### config.mk
export PLATFORM = sky130hd
export DESIGN_NAME = rcc_bus_clk_prescaler
export DESIGN_NICKNAME = d
export VERILOG_FILES = /design/src/rtl/rcc_pkg.sv /design/src/rtl/rcc_bus_clk_prescaler_div_stage.sv /design/src/rtl/rcc_bus_clk_prescaler.sv
export SDC_FILE = /design/constraint.sdc
export NUM_CORES = 1
export LEC_CHECK = 0
export CAP_MARGIN = 30
export CORE_UTILIZATION = 25
export DETAILED_ROUTE_END_ITERATION = 10
export DONT_BUFFER_PORTS = 1
export PLACE_DENSITY_LB_ADDON = 0.2
export SYNTH_ARGS = -nofsm -noshare
export SYNTH_HDL_FRONTEND = slang
export SYNTH_SLANG_ARGS = --single-unit
export TNS_END_PERCENT = 10
### constraint.sdc
create_clock -name sys_clk -period 6.91 [get_ports sys_clk]
set_input_delay 1.382 -clock sys_clk [delete_from_list [all_inputs] [get_ports sys_clk]]
set_output_delay 1.382 -clock sys_clk [all_outputs]
set_load 0.01 [all_outputs]
### src/rtl/rcc_pkg.sv
// Shared definitions for the bus clock prescaler: divide-code constants,
// code-to-divisor decoders and the reprogramming handshake states.
package rcc_pkg;

    // 4-bit divide codes (CPU and AHB prescalers)
    localparam logic [3:0] RCC_DIV1   = 4'h0;
    localparam logic [3:0] RCC_DIV2   = 4'h8;
    localparam logic [3:0] RCC_DIV4   = 4'h9;
    localparam logic [3:0] RCC_DIV8   = 4'hA;
    localparam logic [3:0] RCC_DIV16  = 4'hB;
    localparam logic [3:0] RCC_DIV64  = 4'hC;
    localparam logic [3:0] RCC_DIV128 = 4'hD;
    localparam logic [3:0] RCC_DIV256 = 4'hE;
    localparam logic [3:0] RCC_DIV512 = 4'hF;

    // 3-bit divide codes (APB prescalers)
    localparam logic [2:0] RCC_PDIV1  = 3'h0;
    localparam logic [2:0] RCC_PDIV2  = 3'h4;
    localparam logic [2:0] RCC_PDIV4  = 3'h5;
    localparam logic [2:0] RCC_PDIV8  = 3'h6;
    localparam logic [2:0] RCC_PDIV16 = 3'h7;

    typedef enum logic {
        ST_IDLE = 1'b0,
        ST_PEND = 1'b1
    } rcc_state_e;

    // 4-bit code to divisor (1..512); note there is no /32 setting
    function automatic logic [9:0] rcc_div4(input logic [3:0] code);
        logic [9:0] div;
        case (code)
            4'h8:    div = 10'd2;
            4'h9:    div = 10'd4;
            4'hA:    div = 10'd8;
            4'hB:    div = 10'd16;
            4'hC:    div = 10'd64;
            4'hD:    div = 10'd128;
            4'hE:    div = 10'd256;
            4'hF:    div = 10'd512;
            default: div = 10'd1;
        endcase
        return div;
    endfunction

    // 4-bit code to counter terminal value (divisor - 1)
    function automatic logic [8:0] rcc_term4(input logic [3:0] code);
        logic [9:0] t;
        t = rcc_div4(code) - 10'd1;
        return t[8:0];
    endfunction

    // 3-bit code to divisor (1..16)
    function automatic logic [4:0] rcc_div3(input logic [2:0] code);
        logic [4:0] div;
        case (code)
            3'h4:    div = 5'd2;
            3'h5:    div = 5'd4;
            3'h6:    div = 5'd8;
            3'h7:    div = 5'd16;
            default: div = 5'd1;
        endcase
        return div;
    endfunction

    // 3-bit code to counter terminal value (divisor - 1)
    function automatic logic [3:0] rcc_term3(input logic [2:0] code);
        logic [4:0] t;
        t = rcc_div3(code) - 5'd1;
        return t[3:0];
    endfunction

endpackage

### src/rtl/rcc_bus_clk_prescaler_div_stage.sv
// One prescaler stage: counts parent ticks and emits a tick on the parent
// tick that lands on the terminal count. A terminal of 0 passes ticks through.
module rcc_div_stage #(
    parameter int CNT_W = 9
) (
    input  logic             clk,
    input  logic             rst_n,
    input  logic             tick_in,
    input  logic [CNT_W-1:0] term,
    input  logic             clr,
    output logic             tick_out,
    output logic [CNT_W-1:0] cnt
);

    logic at_term;

    assign at_term  = (cnt == term);
    assign tick_out = tick_in & at_term;

    // Count parent ticks, wrapping at the terminal; clr restarts the frame
    always_ff @(posedge clk or negedge rst_n) begin
        if (!rst_n) begin
            cnt <= '0;
        end else if (clr) begin
            cnt <= '0;
        end else if (tick_in) begin
            cnt <= at_term ? '0 : cnt + CNT_W'(1);
        end
    end

endmodule

### src/rtl/rcc_bus_clk_prescaler.sv
// Bus/CPU clock-enable prescaler. Produces nested one-cycle strobes for the
// CPU, AHB, APB1..4 and timer domains; new ratios are swapped in only at a
// frame boundary where all bus strobes coincide.
module rcc_bus_clk_prescaler
    import rcc_pkg::*;
#(
    parameter logic [3:0] RST_CPRE = 4'h0,
    parameter logic [3:0] RST_HPRE = 4'h0,
    parameter logic [2:0] RST_PPRE = 3'h0
) (
    input  logic       sys_clk,
    input  logic       sys_rst_n,
    input  logic       cfg_valid,
    input  logic [3:0] cfg_cpre,
    input  logic [3:0] cfg_hpre,
    input  logic [2:0] cfg_ppre1,
    input  logic [2:0] cfg_ppre2,
    input  logic [2:0] cfg_ppre3,
    input  logic [2:0] cfg_ppre4,
    output logic       cfg_busy,
    output logic       cfg_ack,
    output logic       cpu_clk_en,
    output logic       ahb_clk_en,
    output logic       apb1_clk_en,
    output logic       apb2_clk_en,
    output logic       apb3_clk_en,
    output logic       apb4_clk_en,
    output logic       tim_clk_en
);

    rcc_state_e state, state_next;
    logic       capture, apply, boundary;

    logic [3:0] act_cpre, act_hpre, shd_cpre, shd_hpre;
    logic [2:0] act_ppre1, act_ppre2, act_ppre3, act_ppre4;
    logic [2:0] shd_ppre1, shd_ppre2, shd_ppre3, shd_ppre4;

    logic [8:0] cpu_term, ahb_term, cpu_cnt, ahb_cnt;
    logic [3:0] apb1_term, apb2_term, apb3_term, apb4_term;
    logic [3:0] apb1_cnt, apb2_cnt, apb3_cnt, apb4_cnt;
    logic [3:0] tim_mask;

    assign cpu_term  = rcc_term4(act_cpre);
    assign ahb_term  = rcc_term4(act_hpre);
    assign apb1_term = rcc_term3(act_ppre1);
    assign apb2_term = rcc_term3(act_ppre2);
    assign apb3_term = rcc_term3(act_ppre3);
    assign apb4_term = rcc_term3(act_ppre4);

    rcc_div_stage #(.CNT_W(9)) u_cpu (
        .clk(sys_clk), .rst_n(sys_rst_n), .tick_in(1'b1), .term(cpu_term),
        .clr(apply), .tick_out(cpu_clk_en), .cnt(cpu_cnt)
    );

    rcc_div_stage #(.CNT_W(9)) u_ahb (
        .clk(sys_clk), .rst_n(sys_rst_n), .tick_in(cpu_clk_en), .term(ahb_term),
        .clr(apply), .tick_out(ahb_clk_en), .cnt(ahb_cnt)
    );

    rcc_div_stage #(.CNT_W(4)) u_apb1 (
        .clk(sys_clk), .rst_n(sys_rst_n), .tick_in(ahb_clk_en), .term(apb1_term),
        .clr(apply), .tick_out(apb1_clk_en), .cnt(apb1_cnt)
    );

    rcc_div_stage #(.CNT_W(4)) u_apb2 (
        .clk(sys_clk), .rst_n(sys_rst_n), .tick_in(ahb_clk_en), .term(apb2_term),
        .clr(apply), .tick_out(apb2_clk_en), .cnt(apb2_cnt)
    );

    rcc_div_stage #(.CNT_W(4)) u_apb3 (
        .clk(sys_clk), .rst_n(sys_rst_n), .tick_in(ahb_clk_en), .term(apb3_term),
        .clr(apply), .tick_out(apb3_clk_en), .cnt(apb3_cnt)
    );

    rcc_div_stage #(.CNT_W(4)) u_apb4 (
        .clk(sys_clk), .rst_n(sys_rst_n), .tick_in(ahb_clk_en), .term(apb4_term),
        .clr(apply), .tick_out(apb4_clk_en), .cnt(apb4_cnt)
    );

    // Frame boundary: every counter sits on its terminal value at once,
    // which is exactly when cpu/ahb/apb1..4 strobes all fire together.
    assign boundary = (cpu_cnt == cpu_term) && (ahb_cnt == ahb_term) &&
                      (apb1_cnt == apb1_term) && (apb2_cnt == apb2_term) &&
                      (apb3_cnt == apb3_term) && (apb4_cnt == apb4_term);

    // Timer tick at twice the APB1 rate: low bits of apb1_cnt reach half-terminal
    assign tim_mask = apb1_term >> 1;

    // Timer-kernel strobe selection
    always_comb begin
        tim_clk_en = apb1_clk_en;
        if (act_ppre1[2]) begin
            tim_clk_en = ahb_clk_en & ((apb1_cnt & tim_mask) == tim_mask);
        end
    end

    // Handshake next-state and control decode
    always_comb begin
        state_next = state;
        capture    = 1'b0;
        apply      = 1'b0;
        case (state)
            ST_IDLE: begin
                if (cfg_valid) begin
                    capture    = 1'b1;
                    state_next = ST_PEND;
                end
            end
            ST_PEND: begin
                if (boundary) begin
                    apply      = 1'b1;
                    state_next = ST_IDLE;
                end
            end
            default: state_next = ST_IDLE;
        endcase
    end

    assign cfg_busy = (state == ST_PEND);
    assign cfg_ack  = apply;

    // Handshake state register
    always_ff @(posedge sys_clk or negedge sys_rst_n) begin
        if (!sys_rst_n) begin
            state <= ST_IDLE;
        end else begin
            state <= state_next;
        end
    end

    // Shadow ratios captured on an accepted request
    always_ff @(posedge sys_clk or negedge sys_rst_n) begin
        if (!sys_rst_n) begin
            shd_cpre  <= RST_CPRE;
            shd_hpre  <= RST_HPRE;
            shd_ppre1 <= RST_PPRE;
            shd_ppre2 <= RST_PPRE;
            shd_ppre3 <= RST_PPRE;
            shd_ppre4 <= RST_PPRE;
        end else if (capture) begin
            shd_cpre  <= cfg_cpre;
            shd_hpre  <= cfg_hpre;
            shd_ppre1 <= cfg_ppre1;
            shd_ppre2 <= cfg_ppre2;
            shd_ppre3 <= cfg_ppre3;
            shd_ppre4 <= cfg_ppre4;
        end
    end

    // Active ratios switch over at the frame boundary
    always_ff @(posedge sys_clk or negedge sys_rst_n) begin
        if (!sys_rst_n) begin
            act_cpre  <= RST_CPRE;
            act_hpre  <= RST_HPRE;
            act_ppre1 <= RST_PPRE;
            act_ppre2 <= RST_PPRE;
            act_ppre3 <= RST_PPRE;
            act_ppre4 <= RST_PPRE;
        end else if (apply) begin
            act_cpre  <= shd_cpre;
            act_hpre  <= shd_hpre;
            act_ppre1 <= shd_ppre1;
            act_ppre2 <= shd_ppre2;
            act_ppre3 <= shd_ppre3;
            act_ppre4 <= shd_ppre4;
        end
    end

endmodule

==> results of run 1 <==
-- state kept, by name, indices dropped and copies added, names as in the netlist, 3 cells and up --
| name | flops |
|---|---|
| act_ppre2 | 3 |
| u_apb4.cnt | 4 |
| shd_ppre4 | 3 |
| act_cpre | 4 |
| u_apb2.cnt | 4 |
| act_ppre3 | 3 |
| act_hpre | 4 |
| shd_ppre1 | 3 |
| u_cpu.cnt | 9 |
| act_ppre4 | 3 |
| u_apb1.cnt | 4 |
| u_apb3.cnt | 4 |
| shd_ppre2 | 3 |
| shd_ppre3 | 3 |
| act_ppre1 | 3 |
| shd_hpre | 4 |
| shd_cpre | 4 |
| u_ahb.cnt | 9 |
-- layout by cell type (no fill, tap or decap), types with 2 or more instances in the layout --
master and n:
xnor2_1 6, inv_1 15, ha_1 6, o21ai_0 27, mux2_4 19, or3_1 4
o22ai_1 3, nand4_1 5, dfrtp_1 75, xor2_1 5, nor4_1 2, o21bai_1 2
clkbuf_16 9, o21a_1 2, o211ai_1 2, nand2b_1 2, nand3_1 15, a21oi_1 16
or4_1 2, mux2_2 24, o41ai_1 2, a211oi_1 3, o31ai_1 2, and3_1 5
o22a_1 3, nor2b_1 5, a31oi_1 3, nor3b_1 4, nor4b_1 3, a22o_1 5
nand2_1 38, o32ai_1 2, buf_4 2, nor2_1 33, clkinv_2 4
-- worst reg2reg max path, delay by kind of cell (launching register included) --
family / cells / cell delay [ns]
AND/OR/NAND/NOR: 4 / 2.32
AO/OA/AOI/OAI: 2 / 0.17
buffers and inverters: 1 / 0.27
multiplexers: 1 / 0.40
flip-flops: 1 / 0.47
-- logic make-up after synthesis --
group,synth area share
fa+ha+maj,0.0217
compound gates,0.128
simple gates,0.160
xor+xnor,0.0246
buf+inv,0.0441
mux,0.142
flops,0.480
-- cells in the mapped netlist, types with 5 or more instances --
library cell and instances:
nand4_1 5, nor2_1 33, and3_1 5, mux2_2 24, nand2_1 38, mux2_4 19
xnor2_1 6, dfrtp_1 75, inv_1 15, nor2b_1 6, clkbuf_1 8, a21oi_1 16
xor2_1 5, ha_1 6, nand3_1 15, o21ai_0 27, a22o_1 5
-- power breakdown --
| group | internal (uW) | leakage, uW | switching (uW) |
|---|---|---|---|
| clock network | 243 | 0.000133 | 188 |
| logic | 328 | 0.000707 | 324 |
| registers | 606 | 0.000967 | 196 |
-- metal layers --
metal	global-route usage	vias to the layer above	part of all wire
met2	0.167	36	0.45
met3	0.0343	10	0.033
met4	0.0504	0	0.019
met1	0.148	1301	0.50
li1	-	1322	-
met5	0	-	0
-- worst max path at each step --
stage,startpoint,end,slack (ns),depth (start not counted)
after floorplan,act_cpre[1],cfg_ack,3.29,9
after global placement,act_cpre[0],cfg_ack,2.49,6
after detailed placement,act_cpre[1],cfg_ack,2.42,6
after CTS,act_cpre[0],cfg_ack,2.03,6
after global routing,act_cpre[0],cfg_ack,1.84,6
final,act_cpre[1],cfg_ack,2.16,6
-- metrics by stage --
step                cells  cell area, um^2  hold slack (ns)  utilization
floorplan             373             3910            0.475            -
global placement      569             4080            0.488        0.268
detailed placement    569             4080            0.492        0.268
CTS                   585             4350            0.507        0.285
global route          585             4350            0.516        0.285
finish                585             4350            0.501        0.285
-- final cells by class --
| class | count | area, um^2 | share of cell area |
|---|---|---|---|
| clock inverter | 6 | 40.0 | 0.00920 |
| inverter | 16 | 61.3 | 0.0141 |
| sequential | 75 | 1880 | 0.431 |
| timing repair buffer | 2 | 15.0 | 0.00345 |
| multi-input combinational | 265 | 1870 | 0.429 |
| clock buffer | 10 | 229 | 0.0526 |
| tap | 211 | 264 | 0.0607 |
==> run_results.csv, run 1 <==
group,metric,value,unit
worst_setup_path,path_delay_family,"simple AND/OR/NAND/NOR gates",
detailed_routing,vias,2669,
synthesis,yosys.area.top_type,"dfrtp_1",
placed_design,pre_cts_ws,2.42,ns
synthesis,syn_area,3910,um^2
synthesis,syn-instance-count,373,
clocking,cts.sinks,75,
worst_setup_path,r2r_cells,8,
worst_setup_path,endpoint_kind,"output port",
worst_setup_path,critPathMaxStageDelay,0.78,ns
synthesis,ys_ff_latch,75,
power_and_ir_drop,vdd_drop_max,0.000141,V
detailed_routing,routed_wirelength,7.98,mm
global_route,grt_pass1_vias,2720,
worst_setup_path,cp_slowest_cell,"and4bb_1",
global_route,grt_max_degree,76,
synthesis,yosys.area.top_type_share,0.480,
status,status,"complete, no violations",
synthesis,avgSynthCellArea,10.5,um^2
clocking,root_buffer,"clkbuf_16",
detailed_routing,vias_per_cell,4.56,
timing,max_slew.worst_pin.slew,0.751,ns
power_and_ir_drop,p_per_area,433,nW/um^2
worst_hold_path,min_from,"shd_ppre4[1]",
synthesis,synth-edff-count,0,
synthesis,yosysWarningCount,0,
final_layout,fin_nets,398,
clocking,clock_latency,0.34,ns
synthesis,ys_seq_area_frac,0.480,
synthesis,synth_nets,402,
timing,finalCritPeriodShare,0.687,
global_route,grt_overflow,0,
timing,finalWorstSetupSlack,2.16,ns
power_and_ir_drop,p_leak,0.00181,uW
clocking,cts_setup_buffers,0,
timing,skew,0.0111,ns
clocking,cts_tree,"yes",
worst_setup_path,arrival,3.37,ns
worst_hold_path,min_to,"act_ppre4[1]",
clocking,cts_hold_buf,0,
floorplanning,std_cell_rows,45,
flow_run,max_cap_viol_count,0,
synthesis,synth_area_leaders,"dfrtp_1 (48%), mux2_4 (7.3%), mux2_2 (6.9%), nand2_1 (3.6%), o21ai_0 (3.5%)",
timing,tns,0,ns
placed_design,place_hpwl,5.28,mm
placed_design,io_buffer_count,0,
floorplanning,start_util,0.256,
worst_setup_path,r2r_start,"act_cpre[1]",
floorplanning,core,15300,um^2
worst_hold_path,hold_path_class,"reg2reg",
clocking,cts_made_buffers,9,
worst_setup_path,reg2reg_slack,3.19,ns
clocking,clockBufferDepth,2,
timing,slew_headroom,0.499,
timing,fin_crit,4.75,ns
timing,hold_viol_final,0,
floorplanning,dieHeight,127,um
clocking,cts_htree_levels,3,
detailed_routing,dr.pass1.iters,4,
detailed_routing,drcViolationCount,0,
global_route,grtUsageTotal,0.112,
global_route,grt_pass1_wl,13.9,mm
worst_hold_path,whs_path_depth,1,
detailed_routing,drt_iter0_drc,160,
worst_setup_path,worst-path-buf-inv,0,
timing,setup_viol,0,
synthesis,async_reset_ff_frac,1.00,
worst_setup_path,cp_cell_sequence,"or4_1, o21ai_1, o22ai_1, and4bb_1, nand3_4, nor4b_1",
detailed_routing,postRouteAntennaNets,0,
timing,fmax,0.211,GHz
placed_design,gp_congestion,0.760,
detailed_routing,routedWlPerCell,13.6,um
final_layout,n_antenna_cell,0,
worst_setup_path,crit_type,"reg2out",
clocking,cts_resized,0,
worst_setup_path,reg2reg_to,"act_ppre4[0]",
timing,finalMaxSlewViolations,0,
floorplanning,die_w,127,um
clocking,clkTransAtPathRegs,0.06,ns
worst_setup_path,worstSetupStartpointType,"register",
floorplanning,dieArea,16200,um^2
synthesis,synth-main-ff-cell,"dfrtp_1",
final_layout,drive_above_1_share,0.179,
worst_setup_path,cp.required,5.53,ns
floorplanning,io_pins,32,
final_layout,syn_to_final_growth,11.2,%
final_layout,fill_cells,1599,
worst_setup_path,critPathMaxFanout,31,
timing,rsz0062_at_grt,"no",
global_route,antenna_found_initial,0,
power_and_ir_drop,power,1880,uW
synthesis,ys_types,53,
Power figures use the tool's default switching activity.
==> run 2: changes to the inputs <==
clock period = 4.3 ns   (was 6.91 ns; I/O delays follow)
==> run 2 against run 1 <==
Effect of this change:
- via count decreased by 0.75%
- total power rose by 62%
- die area unchanged
- clock skew down 0.0043 ns
==> run_results.csv, run 2 (synthesized netlist as in run 1, its figures left out) <==
group,metric,value,unit
floorplanning,io_pins,32,
timing,max_slew.worst_pin.slew,0.726,ns
detailed_routing,vias_per_cell,4.52,
worst_setup_path,crit_type,"reg2out",
timing,finalCritPeriodShare,0.830,
final_layout,n_antenna_cell,0,
final_layout,instances_no_fill,586,
worst_setup_path,cp.required,3.44,ns
detailed_routing,wl_met1,3.97,mm
floorplanning,die_w,127,um
clocking,cts_tree,"yes",
timing,tns,0,ns
detailed_routing,routed_wirelength,8.11,mm
detailed_routing,met2_length,3.63,mm
worst_setup_path,worstSetupStartpointType,"register",
floorplanning,dieArea,16200,um^2
status,status,"complete, no violations",
power_and_ir_drop,p_leak,0.00182,uW
timing,hold_ws,0.215,ns
detailed_routing,dr.pass1.iters,4,
timing,setup_viol,0,
worst_setup_path,endpoint_kind,"output port",
power_and_ir_drop,p_per_area,700,nW/um^2
detailed_routing,route.met3.wl,383,um
timing,hold_viol_final,0,
worst_setup_path,arrival,2.71,ns
clocking,cts.sinks,75,
clocking,clockBufferDepth,2,
final_layout,final_cell_mix,"dfrtp_1 (75), nand2_1 (38), nor2_1 (33)",
global_route,grtUsageTotal,0.113,
global_route,grt_pass1_vias,2697,
final_layout,drive_above_1_share,0.176,
flow_run,max_cap_viol_count,0,
clocking,cts_hold_buf,0,
detailed_routing,top_layer,"met4",
timing,skew,0.00679,ns
final_layout,fill_cells,1606,
timing,fmax,0.280,GHz
detailed_routing,drt_iter0_drc,90,
placed_design,dp.cells,570,
placed_design,gp_congestion,0.749,
placed_design,io_buffer_count,0,
detailed_routing,vias,2649,
clocking,cts_htree_levels,3,
final_layout,reg.largest.list,"u_ahb.cnt: 9 flops, u_cpu.cnt: 9 flops",
timing,finalMaxSlewViolations,0,
worst_setup_path,critPathMaxFanout,31,
detailed_routing,routedWlPerCell,13.8,um
placed_design,place_hpwl,5.37,mm
floorplanning,start_util,0.256,
global_route,antenna_found_initial,0,
final_layout,syn_to_final_growth,11.5,%
detailed_routing,drcViolationCount,0,
clocking,root_buffer,"clkbuf_16",
floorplanning,core,15300,um^2
clocking,cts_made_buffers,9,
global_route,grt_max_degree,76,
clocking,cts_setup_buffers,0,
timing,fin_crit,3.57,ns
final_layout,final_common_cell,"dfrtp_1",
worst_setup_path,timing.critical_path.from,"act_cpre[0]",
clocking,cts_resized,0,
floorplanning,std_cell_rows,45,
final_layout,fin_nets,399,
power_and_ir_drop,vdd_drop_max,0.000208,V
worst_setup_path,r2r_start,"act_cpre[0]",
worst_hold_path,hold_path_class,"in2async",
floorplanning,dieHeight,127,um
global_route,grt_overflow,0,
clocking,clock_latency,0.34,ns
clocking,clkTransAtPathRegs,0.06,ns
timing,rsz0062_at_grt,"no",
detailed_routing,postRouteAntennaNets,0,
timing,slew_headroom,0.510,
global_route,grt_pass1_wl,14.0,mm
==> run 2: cell types whose count changed in the layout (fill, tap and decap cells not counted), sizes merged <==
cell,change
clkbuf,+4
clkinv,-2
buf,+1
inv,-1
clkinvlp,-1
==> run 2: worst paths after layout <==
kind	end	slack, ns	depth (start not counted)
worst max-delay path	cfg_ack	0.73	7
worst min-delay path	shd_hpre[2]	0.22	0
worst max register to register	act_ppre4[0]	1.19	8
worst min register to register	act_ppre3[1]	0.50	1
max in group asynchronous	act_ppre3[1]	3.99	0
min in group sys_clk	act_ppre3[1]	0.50	1
==> run 2: layout make-up <==
cell class / count / area (um^2) / share of cell area
inverter: 16 / 61.3 / 0.0140
tap: 211 / 264 / 0.0605
sequential: 75 / 1880 / 0.430
multi-input combinational: 265 / 1870 / 0.427
clock buffer: 14 / 264 / 0.0605
timing repair buffer: 3 / 22.5 / 0.00516
clock inverter: 2 / 10.0 / 0.00229
==> run 2: layer usage <==
| layer | GRT usage | up-vias |
|---|---|---|
| met5 | 0 | - |
| met4 | 0.0441 | 0 |
| met3 | 0.0402 | 6 |
| met2 | 0.165 | 43 |
| met1 | 0.151 | 1278 |
| li1 | - | 1322 |
==> run 2: through the flow <==
stage | instance area (um^2) | util | power, uW | worst slack [ns]
finish | 4360 | 0.286 | 3050 | 0.733
global route | 4360 | 0.286 | 3310 | 0.488
CTS | 4360 | 0.286 | 3100 | 0.683
detailed placement | 4090 | 0.268 | 2370 | 1.08
global placement | 4090 | 0.268 | 2340 | 1.09
floorplan | 3910 | - | 2130 | 1.20
==> run 2: worst max-delay path, cell delays in order, from the launching register on <==
cell,delay (ns)
dfrtp_1,0.45
or4_1,0.54
o21ai_1,0.08
o22ai_1,0.08
and4bb_1,0.36
nand3_4,0.30
nor4b_1,0.38
buf_4,0.17
==> run 2: report_power, final <==
part / internal [uW] / total (uW) / switching (uW)
logic: 529 / 1060 / 532
registers: 974 / 1290 / 319
clock network: 421 / 701 / 280
total: 1920 / 3050 / 1130
